File: config.mk
export PLATFORM = sky130hd
export DESIGN_NAME = fir_mac_flat
export DESIGN_NICKNAME = d
export VERILOG_FILES = /design/src/rtl/fir_mac_if.sv /design/src/rtl/fir_mac.sv /design/src/flat_wrapper.sv
export SDC_FILE = /design/constraint.sdc
export NUM_CORES = 1
export LEC_CHECK = 0
export BUFFER_PORTS_ARGS = -buffer_cell sky130_fd_sc_hd__buf_4
export CAP_MARGIN = 15
export CORE_ASPECT_RATIO = 1.1
export CORE_MARGIN = 2
export CORE_UTILIZATION = 40
export CTS_CLUSTER_SIZE = 8
export DETAILED_ROUTE_END_ITERATION = 7
export SLEW_MARGIN = 20
export SYNTH_ARGS = -nofsm -noshare
export SYNTH_HDL_FRONTEND = slang
export SYNTH_SLANG_ARGS = --single-unit
File: constraint.sdc
create_clock -name clk -period 8.6 [get_ports clk]
set_clock_uncertainty 0.05 [all_clocks]
set_input_delay 0.86 -clock clk [delete_from_list [all_inputs] [get_ports clk]]
set_output_delay 0.86 -clock clk [all_outputs]
set_load 0.01 [all_outputs]
File: src/rtl/fir_mac_if.sv
// Window-snoop / coefficient / result bundle for fir_mac.
// master: the side that drives the sample stream, coefficient writes and y_ready.
// slave : the fir_mac block itself.
interface fir_mac_if #(
  parameter int ADDR_SIZE = 5,
  parameter int DATA_SIZE = 12,
  parameter int COEF_SIZE = 16
);
  logic                 s_we;
  logic [ADDR_SIZE-1:0] s_addr;
  logic [DATA_SIZE-1:0] s_data;
  logic                 s_done;
  logic                 coef_we;
  logic [ADDR_SIZE-1:0] coef_addr;
  logic [COEF_SIZE-1:0] coef_di;
  logic [DATA_SIZE-1:0] y;
  logic                 y_valid;
  logic                 y_ready;
  logic                 busy;
  logic                 ovr;
  logic                 frm_err;
  logic                 clr_err;

  modport master (
    output s_we, s_addr, s_data, s_done, coef_we, coef_addr, coef_di, y_ready, clr_err,
    input  y, y_valid, busy, ovr, frm_err
  );

  modport slave (
    input  s_we, s_addr, s_data, s_done, coef_we, coef_addr, coef_di, y_ready, clr_err,
    output y, y_valid, busy, ovr, frm_err
  );
endinterface

File: src/rtl/fir_mac.sv
// fir_mac: snoops the sample-window write stream, multiplies each sample by its
// per-tap coefficient and accumulates; at window end rounds, shifts and saturates
// the sum into one filtered sample offered on a valid/ready handshake.
// Out of reset all coefficients are 1, so with SHIFT=2 and M=4 it is a moving average.
module fir_mac #(
  parameter int M         = 4,
  parameter int ADDR_SIZE = 5,
  parameter int DATA_SIZE = 12,
  parameter int COEF_SIZE = 16,
  parameter int SHIFT     = 2
) (
  input logic      clk,
  input logic      rst,
  fir_mac_if.slave bus
);
  localparam int IDX_W    = (M > 1) ? $clog2(M) : 1;
  localparam int PROD_W   = DATA_SIZE + 1 + COEF_SIZE;
  localparam int ACC_SIZE = PROD_W + $clog2(M);
  localparam int CNT_W    = $clog2(M + 1) + 1;
  localparam logic signed [ACC_SIZE:0] RND  =
    (SHIFT > 0) ? ((ACC_SIZE+1)'(1) << ((SHIFT > 0) ? SHIFT - 1 : 0)) : '0;
  localparam logic signed [ACC_SIZE:0] YMAX = (ACC_SIZE+1)'((1 << DATA_SIZE) - 1);

  typedef enum logic [2:0] {S_IDLE, S_ACC, S_FLUSH, S_SCALE, S_OUT} state_t;

  state_t                      state;
  logic signed [COEF_SIZE-1:0] coef [M];
  logic signed [PROD_W-1:0]    prod_p1;
  logic                        vld_p1;
  logic signed [ACC_SIZE-1:0]  acc;
  logic [CNT_W-1:0]            cnt;
  logic signed [ACC_SIZE:0]    rnd_p2;
  logic                        vld_p2;
  logic [DATA_SIZE-1:0]        y_q;
  logic                        y_valid_q;
  logic                        ovr_q;
  logic                        frm_err_q;

  logic samp_ok;
  logic accept;
  logic coef_ok;

  // Round half up, then arithmetic shift; one extra bit keeps the rounding add from wrapping.
  function automatic logic signed [ACC_SIZE:0] round_shift(input logic signed [ACC_SIZE-1:0] a);
    logic signed [ACC_SIZE:0] t;
    t = (ACC_SIZE+1)'(a) + RND;
    return t >>> SHIFT;
  endfunction

  // Clamp into the unsigned output code range.
  function automatic logic [DATA_SIZE-1:0] saturate(input logic signed [ACC_SIZE:0] r);
    if (r < 0)         return '0;
    else if (r > YMAX) return '1;
    else               return r[DATA_SIZE-1:0];
  endfunction

  assign samp_ok = bus.s_we & (bus.s_addr < ADDR_SIZE'(M));
  assign accept  = samp_ok & ((state == S_IDLE) | (state == S_ACC));
  assign coef_ok = bus.coef_we & (bus.coef_addr < ADDR_SIZE'(M)) &
                   ((state == S_IDLE) | (state == S_OUT));

  // Coefficient bank: writable only while no window is in flight.
  always_ff @(posedge clk or posedge rst) begin
    if (rst) begin
      for (int k = 0; k < M; k++) coef[k] <= COEF_SIZE'(1);
    end else if (coef_ok) begin
      coef[bus.coef_addr[IDX_W-1:0]] <= bus.coef_di;
    end
  end

  // Stage p1: one-cycle multiply of the accepted sample (zero-extended to signed) by its coefficient.
  always_ff @(posedge clk) begin
    if (accept)
      prod_p1 <= PROD_W'(coef[bus.s_addr[IDX_W-1:0]]) * PROD_W'($signed({1'b0, bus.s_data}));
  end

  // Stage p2: registered round/shift of the finished accumulator, saturated on the next cycle.
  always_ff @(posedge clk) begin
    if ((state == S_SCALE) && !vld_p2) rnd_p2 <= round_shift(acc);
  end

  // Window FSM: accumulate, flush, scale, then hold the result until accepted.
  always_ff @(posedge clk or posedge rst) begin
    if (rst) begin
      state     <= S_IDLE;
      acc       <= '0;
      cnt       <= '0;
      vld_p1    <= 1'b0;
      vld_p2    <= 1'b0;
      y_q       <= '0;
      y_valid_q <= 1'b0;
      ovr_q     <= 1'b0;
      frm_err_q <= 1'b0;
    end else begin
      vld_p1 <= accept;
      if (bus.clr_err) begin
        ovr_q     <= 1'b0;
        frm_err_q <= 1'b0;
      end
      case (state)
        S_IDLE: begin
          if (accept) begin
            acc   <= '0;
            cnt   <= CNT_W'(1);
            state <= bus.s_done ? S_FLUSH : S_ACC;
          end
        end
        S_ACC: begin
          if (vld_p1) acc <= acc + ACC_SIZE'(prod_p1);
          if (accept && (cnt != '1)) cnt <= cnt + CNT_W'(1);
          if (bus.s_done) state <= S_FLUSH;
        end
        S_FLUSH: begin
          if (vld_p1) acc <= acc + ACC_SIZE'(prod_p1);
          if (cnt != CNT_W'(M)) begin
            frm_err_q <= 1'b1;
            state     <= S_IDLE;
          end else begin
            state <= S_SCALE;
          end
        end
        S_SCALE: begin
          if (!vld_p2) begin
            vld_p2 <= 1'b1;
          end else begin
            vld_p2    <= 1'b0;
            y_q       <= saturate(rnd_p2);
            y_valid_q <= 1'b1;
            state     <= S_OUT;
          end
        end
        S_OUT: begin
          if (samp_ok) ovr_q <= 1'b1;
          if (bus.y_ready) begin
            y_valid_q <= 1'b0;
            state     <= S_IDLE;
          end
        end
        default: state <= S_IDLE;
      endcase
    end
  end

  assign bus.y       = y_q;
  assign bus.y_valid = y_valid_q;
  assign bus.busy    = (state != S_IDLE);
  assign bus.ovr     = ovr_q;
  assign bus.frm_err = frm_err_q;
endmodule

File: src/flat_wrapper.sv
// flat-port wrapper written by rule: the top's interface ports become plain ports
module fir_mac_flat 
#(
  parameter int M         = 4,
  parameter int ADDR_SIZE = 5,
  parameter int DATA_SIZE = 12,
  parameter int COEF_SIZE = 16,
  parameter int SHIFT     = 2
)
  (clk, rst, bus_s_we, bus_s_addr, bus_s_data, bus_s_done, bus_coef_we, bus_coef_addr, bus_coef_di, bus_y_ready, bus_clr_err, bus_y, bus_y_valid, bus_busy, bus_ovr, bus_frm_err);
  fir_mac_if #(.ADDR_SIZE(ADDR_SIZE), .DATA_SIZE(DATA_SIZE), .COEF_SIZE(COEF_SIZE)) bus_i ();
  input logic clk;
  input logic rst;
  input wire logic [$bits(bus_i.s_we)-1:0] bus_s_we;
  input wire logic [$bits(bus_i.s_addr)-1:0] bus_s_addr;
  input wire logic [$bits(bus_i.s_data)-1:0] bus_s_data;
  input wire logic [$bits(bus_i.s_done)-1:0] bus_s_done;
  input wire logic [$bits(bus_i.coef_we)-1:0] bus_coef_we;
  input wire logic [$bits(bus_i.coef_addr)-1:0] bus_coef_addr;
  input wire logic [$bits(bus_i.coef_di)-1:0] bus_coef_di;
  input wire logic [$bits(bus_i.y_ready)-1:0] bus_y_ready;
  input wire logic [$bits(bus_i.clr_err)-1:0] bus_clr_err;
  output wire logic [$bits(bus_i.y)-1:0] bus_y;
  output wire logic [$bits(bus_i.y_valid)-1:0] bus_y_valid;
  output wire logic [$bits(bus_i.busy)-1:0] bus_busy;
  output wire logic [$bits(bus_i.ovr)-1:0] bus_ovr;
  output wire logic [$bits(bus_i.frm_err)-1:0] bus_frm_err;
  assign bus_i.s_we = bus_s_we;
  assign bus_i.s_addr = bus_s_addr;
  assign bus_i.s_data = bus_s_data;
  assign bus_i.s_done = bus_s_done;
  assign bus_i.coef_we = bus_coef_we;
  assign bus_i.coef_addr = bus_coef_addr;
  assign bus_i.coef_di = bus_coef_di;
  assign bus_i.y_ready = bus_y_ready;
  assign bus_i.clr_err = bus_clr_err;
  assign bus_y = bus_i.y;
  assign bus_y_valid = bus_i.y_valid;
  assign bus_busy = bus_i.busy;
  assign bus_ovr = bus_i.ovr;
  assign bus_frm_err = bus_i.frm_err;
  fir_mac #(.M(M), .ADDR_SIZE(ADDR_SIZE), .DATA_SIZE(DATA_SIZE), .COEF_SIZE(COEF_SIZE), .SHIFT(SHIFT)) u_core (.clk(clk), .rst(rst), .bus(bus_i));
endmodule
# Word level (Yosys, flattened, before mapping)
# Cells that the tools add are included.
# Widths: inputs -> output; s select.
# word_totals
inputBits,45
ff_bits,178
output_inout_bits,16
# op_classes
eq_ne,12
n_mux,31
reduce_logical,15
order_cmp,7
add_sub_neg,3
n_mul,1
bitwise,8
# ops
cell,n
$bwmux 64,1
$mux 31,2
$pmux 31 s2,1
$mux 16,3
$add 31x3->32 const B,1
$bmux 16 s2,1
$demux 16 s2,1
$add 31x29->31,1
$gt 30x13->1 const B,1
$lt 30x1->1 const B,1
$mul 16x13->29,1
$mux 12,2
$pmux 3 s5,1
$mux 3,4
$lt 5x3->1 const B,2
$mux 1,9
$reduce_and 3->1,3
$mux 4,2
$pmux 4 s2,1
$eq 3x2->1 const B,2
$ge 3x3->1 const B,2
$ne 2x1->1 const B,3
$ne 2x2->1 const B,3
$not 2->3,2
other kinds (18),27

# Logic depth before layout (Yosys ltp)
# Gate-level depths: netlist of the first run.
# logic_depth
word_depth,6
depth_mapped,24

# Worst setup path before layout of the first run
# OpenSTA, ideal clock, no wires.
# synth_timing
kind,input-to-reg
from,input port bus_s_addr[1]
to,"register u_core.prod_p1[28], data pin"
arrival_time_ps,7074
n_path_buf,3
slack_ps,1216
t_required_ps,8290
path_stages,22
path_cell_list,clkbuf_1 buf_2 mux4_2 clkbuf_1 and2_1 fa_1 inv_1 fa_1 inv_1 fa_1 fa_1 inv_1 fa_1 inv_1 ha_1 nor2b_1 or2_2 or3_1 a211o_1 a31oi_1 o21bai_1 xnor2_1
# synth_via
elab_chain_cells,5
# synth_rtl
element,line_no,rtl
"start, declared",flat_wrapper.sv:15,input wire logic [$bits(bus_i.s_addr)-1:0] bus_s_addr;
$not 2->3 (implied by the code),fir_mac.sv:74,"prod_p1 <= PROD_W'(coef[bus.s_addr[IDX_W-1:0]]) * PROD_W'($signed({1'b0, bus.s_data}));"
$bmux 16 s2,fir_mac.sv:74,
$mux 16 (implied by the code) (2 in series),fir_mac.sv:74,
$mul 16x13->29,fir_mac.sv:74,
"end signal, assigned",fir_mac.sv:74,
"end, declared",fir_mac.sv:28,logic signed [PROD_W-1:0] prod_p1;
# No other way between the ends. The select of a mux whose other input is x is not followed.
# A chain may end at the register's enable or synchronous reset.

# Worst setup path after layout of the first run
# layout_timing
from,input port bus_s_addr[0]
to,"register u_core.prod_p1[28], data pin"
# The elaborated chain is that of the path after synthesis.

==> flow_summary.json, run 1 <==
{
  "status": "finished clean",
  "p_sw_mw": 3.45,
  "leakage_nw": 8.48,
  "htreeDepth": 4,
  "clock_path_buffers": 2,
  "hold_viol": 0,
  "power_density_mw_per_mm2": 428,
  "die_h_um": 215,
  "clkLatencyLatePin_ns": 0.45,
  "synth-main-ff-cell": "dfrtp_1",
  "stdcell_area_mm2": 0.0177,
  "crit_top_cell": "fa_1",
  "min_delay_path_depth": 2,
  "worstSetupStartpointType": "primary input",
  "rsz0062_at_grt": "false",
  "tightest_slew_ns": 1.04,
  "holdBufCountCts": 0,
  "drc": 0,
  "grt-ovfl-total": 0,
  "path_class": "primary input to register",
  "clk_pin_slew_ns": 0.08,
  "period_needed_ns": 6.84,
  "nets": 1924,
  "synth_cell_types": 74,
  "core_mm2": 0.0401,
  "diodes": 0,
  "antenna_found_initial": 0,
  "slowest_delay_ns": 0.73,
  "ctsResizeCount": 0,
  "yosysWarnings": 0,
  "synth_commonest_cells": "inv_1, fa_1, nand2_1",
  "cpMaxStageDelayCell": "fa_1",
  "cp.depth": 20,
  "irDropWorstVdd_v": 0.000275,
  "vias": 10700,
  "dieArea_mm2": 0.0421,
  "seqPwrFrac": 0.182,
  "ys_seq_area_frac": 0.294,
  "crit_arrival_ns": 7.00,
  "internal-power_mw": 4.14,
  "ioPinCount": 61,
  "worst_ep_required_time_ns": 8.76,
  "worstPathCellList": "buf_4 > mux4_2 > and2_1 > fa_1 > inv_1 > fa_1 > inv_1 > fa_1 > fa_1 > inv_1 > fa_1 > inv_1 > ha_1 > nor2b_1 > or2_2 > or3_1 > a211o_1 > a31oi_1 > o21bai_1 > xnor2_1",
  "reg2reg_from": "u_core.coef[15]$_DFFE_PP0P_",
  "avgSynthCellArea_um2": 10.3,
  "routed_wl_mm": 32.6,
  "finalSetupViolCount": 0,
  "drive_gt1_frac": 0.128,
  "yosysMostFrequentCell": "inv_1",
  "rrSetupSlack_ns": 2.12,
  "grt_pass1_vias": 11300,
  "fp.dieW_um": 196,
  "cts.sinks": 178,
  "hpwl_mm": 26.2,
  "path_max_fanout": 16,
  "netlist_area_mm2": 0.0162,
  "cts-root-buf": "clkbuf_16",
  "place_congestion": 0.834,
  "synth-edff-count": 59,
  "synth_top_area_cell": "fa_1",
  "synth_cells": 1575,
  "worst-r2r-cell-count": 19,
  "grt_usage": 0.166,
  "critical_path.endpoint_type": "register",
  "dr.pass1.iters": 5,
  "power_switching_share": 0.455,
  "via_per_inst": 5.02,
  "routedWlPerCell_um": 15.3,
  "yosysTopAreaCellShare": 0.222,
  "post_cts_buffers": 0,
  "relSlewSlack": 0.304,
  "placed_area_mm2": 0.0171,
  "async_reset_ff_frac": 0.669,
  "period_share": 0.796,
  "hold_path.class": "register to register",
  "maxCapViolCount": 0,
  "start_util": 0.404,
  "ant_nets": 0,
  "synth.area.top_cells": "fa_1, dfrtp_1, edfxtp_1",
  "drt_iter0_markers": 397,
  "grt_pass1_wl_mm": 56.0,
  "critical-path-top-delay-family": "adder cells",
  "hold_end": "u_core.bus.y[2]$_DFFE_PP0P_",
  "pwr-share-comb": 0.706,
  "syn_to_final_growth_pct": 9.69,
  "synth_nets": 1899,
  "rows": 77,
  "numPortBuffers": 60,
  "numCtsBuffers": 17,
  "path_buf_inv": 5,
  "ys_seq_elements": 178,
  "setup-tns-final_ns": 0,
  "grt_max_degree": 65,
  "min_from": "u_core.bus.y[2]$_DFFE_PP0P_",
  "worstReg2RegEnd": "u_core.prod_p1[28]$_DFFE_PP_",
  "finalMaxSlewViolations": 0,
  "cts_tree": "built",
  "max_clock_freq_mhz": 146,
  "pwr-share-clk": 0.112
}
## worst min-delay path: cells and delay by family, from the launching register on
kind             cells  cell delay (ns)
AO/OA/AOI/OAI        1             0.05
flip-flops           1             0.34
AND/OR/NAND/NOR      1             0.05
## stage by stage
step | utilization | setup slack, ns | instances | power, mW | hold WS [ns]
after floorplan | - | 1.22 | 1575 | 5.78 | 0.404
after global placement | 0.426 | 1.32 | 2094 | 6.67 | 0.412
after detailed placement | 0.426 | 1.25 | 2094 | 6.79 | 0.418
after CTS | 0.443 | 1.75 | 2126 | 7.67 | 0.435
after global routing | 0.443 | 1.41 | 2126 | 8.53 | 0.457
final | 0.443 | 1.76 | 2126 | 7.59 | 0.428
## power groups by stage
stage	Clock, mW	Combinational, mW	Sequential [mW]
final	0.848	5.36	1.38
after global routing	0.900	6.22	1.40
after CTS	0.867	5.42	1.38
after detailed placement	0	5.39	1.40
after global placement	0	5.27	1.39
after floorplan	0	4.42	1.36
## layer usage
layer / track usage / vias to the layer above / wire [um]
li1: - / 5197 / -
met1: 0.212 / 5292 / 14800
met2: 0.289 / 138 / 16300
met3: 0.0301 / 36 / 1030
met4: 0.0447 / 0 / 456
met5: 0 / - / 0
## final cells by class
class	count	area (um2)
fillers	3802	22300
clock buffers	18	439
clock inverters	14	210
repair buffers	65	488
multi-input cells	1077	10200
flip-flops and latches	178	4750
well taps	513	642
inverters	261	982
## how the worst max path moves through the flow
stage | startpoint | end | slack [ns]
global placement | bus_s_addr[0] | u_core.prod_p1[28]$_DFFE_PP_ | 1.32
global route | bus_s_addr[0] | u_core.prod_p1[25]$_DFFE_PP_ | 1.41
finish | bus_s_addr[0] | u_core.prod_p1[28]$_DFFE_PP_ | 1.76
detailed placement | bus_s_addr[0] | u_core.prod_p1[25]$_DFFE_PP_ | 1.25
CTS | bus_s_addr[0] | u_core.prod_p1[25]$_DFFE_PP_ | 1.75
floorplan | bus_s_addr[1] | u_core.prod_p1[28]$_DFFE_PP_ | 1.22
## kinds of logic (layout without fill, tap and decap cells)
kind of cell	Yosys count	in the layout	synth area share
and+or+nand+nor	428	428	0.133
buffers and inverters	320	358	0.0746
adders and majority gates	279	279	0.299
AOI/OAI and AO/OA	208	208	0.0877
DFF	178	178	0.294
xor gates and xnor gates	81	81	0.0439
muxes	81	81	0.0675
## sequential cells by signal, indices dropped and copies added, names as in the netlist
name / count
u_core.state: 3
u_core.cnt: 4
u_core.rnd_p2: 30
u_core.vld_p1: 1
u_core.acc: 31
u_core.bus.frm_err: 1
u_core.bus.y_valid: 1
u_core.coef: 64
u_core.vld_p2: 1
u_core.prod_p1: 29
u_core.bus.ovr: 1
u_core.bus.y: 12
## placed cells by master, fill, tap and decap left out, types with 5 or more instances in the layout
master	netlist	final
xnor2_1	54	54
nor2_1	45	44
nand2b_1	5	5
o21a_1	6	6
o21bai_1	9	9
o31ai_1	15	15
inv_1	261	260
o21ai_0	47	47
mux4_2	16	16
mux2_2	65	65
o21ai_1	5	5
a31oi_1	8	8
and3_1	18	18
nor3_1	6	6
dfrtp_1	115	115
nor2b_1	10	10
nand4_1	5	5
nor4_1	5	5
or3_1	5	5
fa_1	179	179
and2_1	102	102
nand2_1	173	173
nand3_1	29	29
xor2_1	27	27
ha_1	100	100
a21o_1	24	24
clkbuf_16	0	17
a21oi_1	46	45
edfxtp_1	59	59
buf_4	0	65
Power figures use the tool's default switching activity.
==> inputs of run 2 (changes only) <==
- clock period: 8.6 -> 7.1 ns (I/O delays scaled with it)
==> flow_summary.json, run 2 (synthesized netlist as in run 1, its figures left out) <==
{
  "syn_to_final_growth_pct": 10.3,
  "clock_path_buffers": 2,
  "htreeDepth": 4,
  "antenna_found_initial": 0,
  "crit_arrival_ns": 6.57,
  "dr.pass1.iters": 7,
  "die_h_um": 215,
  "ioPinCount": 61,
  "cts_tree": "built",
  "tightest_slew_ns": 0.990,
  "numCtsBuffers": 17,
  "status": "finished clean",
  "path_max_fanout": 12,
  "regMostFlops": "u_core.coef",
  "ctsResizeCount": 0,
  "via_per_inst": 5.02,
  "layout_commonest_cell": "inv_1",
  "routedWlPerCell_um": 15.6,
  "grt_pass1_wl_mm": 56.6,
  "cts.sinks": 178,
  "max_clock_freq_mhz": 156,
  "dp_worst_setup_slack_ns": 0.213,
  "diodes": 0,
  "finalSetupViolCount": 0,
  "most-common-layout-cells": "inv_1, fa_1, nand2_1, dfrtp_1, and2_1",
  "top_regs": "u_core.coef (64), u_core.acc (31), u_core.rnd_p2 (30)",
  "grt_pass1_vias": 11400,
  "start_util": 0.404,
  "fill_cells": 3808,
  "clk_pin_slew_ns": 0.08,
  "period_needed_ns": 6.43,
  "hold_path.class": "primary input to asynchronous set/reset pin",
  "grt-ovfl-total": 0,
  "finalMaxSlewViolations": 0,
  "fin_ws_ns": 0.671,
  "nets": 1942,
  "ant_nets": 0,
  "worst_ep_required_time_ns": 7.25,
  "irDropWorstVdd_v": 0.000364,
  "grt_max_degree": 65,
  "vias": 10800,
  "path_class": "primary input to register",
  "grt_usage": 0.167,
  "post_cts_buffers": 0,
  "routed_wl_mm": 33.5,
  "worstSetupStartpointType": "primary input",
  "leakage_nw": 8.55,
  "place_congestion": 0.850,
  "critical_path.endpoint_type": "register",
  "drc": 0,
  "cts-root-buf": "clkbuf_16",
  "period_share": 0.905,
  "largest_register_ffs": 64,
  "clkLatencyLatePin_ns": 0.44,
  "relSlewSlack": 0.338,
  "numPortBuffers": 60,
  "maxCapViolCount": 0,
  "holdBufCountCts": 0,
  "drive_gt1_frac": 0.137,
  "drt_iter0_markers": 454,
  "setup-tns-final_ns": 0,
  "dieArea_mm2": 0.0421,
  "core_mm2": 0.0401,
  "power_density_mw_per_mm2": 520,
  "hpwl_mm": 27.2,
  "rsz0062_at_grt": "false",
  "hold_viol": 0,
  "fp.dieW_um": 196,
  "rows": 77
}
## run 2: cell count changes in the layout (fill, tap and decap cells not counted), sizes merged
| cell | delta |
|---|---|
| clkinvlp | +1 |
| clkinv | +1 |
| bufinv | -2 |
| buf | +18 |
## run 2: worst max-delay path, stage by stage
cell and delay, ns:
buf_4 0.16, buf_4 0.18, mux4_2 0.67, and2_1 0.24
fa_1 0.51, inv_1 0.05, fa_1 0.47, inv_1 0.05
fa_1 0.45, fa_1 0.52, inv_1 0.05, fa_1 0.53
inv_1 0.04, ha_1 0.34, and3_1 0.26, a221oi_1 0.39
o2bb2ai_1 0.21, a211o_1 0.33, a31oi_1 0.19, o21bai_1 0.09
xnor2_1 0.12
## run 2: report_power, final
group | internal [mW] | switching, mW | total, mW
Sequential | 1.55 | 0.127 | 1.68
Clock | 0.504 | 0.458 | 0.962
Combinational | 2.96 | 3.68 | 6.64
Total | 5.01 | 4.26 | 9.27
## run 2: final timing paths
kind / depth (start not counted) / endpoint / slack, ns / startpoint
worst max-delay path: 21 / u_core.prod_p1[28]$_DFFE_PP_ / 0.67 / bus_s_addr[1]
worst min-delay path: 2 / u_core.acc[27]$_DFFE_PP0P_ / 0.33 / rst
worst max register to register: 20 / u_core.prod_p1[28]$_DFFE_PP_ / 0.73 / u_core.coef[15]$_DFFE_PP0P_
worst min register to register: 2 / u_core.bus.y[0]$_DFFE_PP0P_ / 0.43 / u_core.bus.y[0]$_DFFE_PP0P_
max in group asynchronous: 3 / u_core.coef[37]$_DFFE_PP0P_ / 5.39 / rst
min in group clk: 2 / u_core.bus.frm_err$_DFF_PP0_ / 0.41 / bus_clr_err
## run 2: final cells by class
type                       count  area, um2  area share
sequential                   178       4750       0.267
clock buffer                  18        429      0.0241
tap                          513        642      0.0360
multi-input combinational   1077      10200       0.573
timing repair buffer          83        636      0.0356
inverter                     261        982      0.0551
clock inverter                14        170     0.00954
## run 2: stage by stage
step	utilization	std cells	hold WS (ns)	area (um2)	total power, mW
after floorplan	-	1575	0.404	16200	7.00
after global placement	0.430	2112	0.414	17200	8.21
after detailed placement	0.430	2112	0.424	17200	8.36
after CTS	0.445	2144	0.350	17800	9.35
after global routing	0.445	2144	0.386	17800	10.4
final	0.445	2144	0.333	17800	9.27
## run 2: layer usage
layer / routed length, um / global-route usage / share of wire
met4: 499 / 0.0402 / 0.015
met5: 0 / 0 / 0
met3: 1010 / 0.0281 / 0.030
met2: 17000 / 0.296 / 0.51
met1: 15000 / 0.213 / 0.45
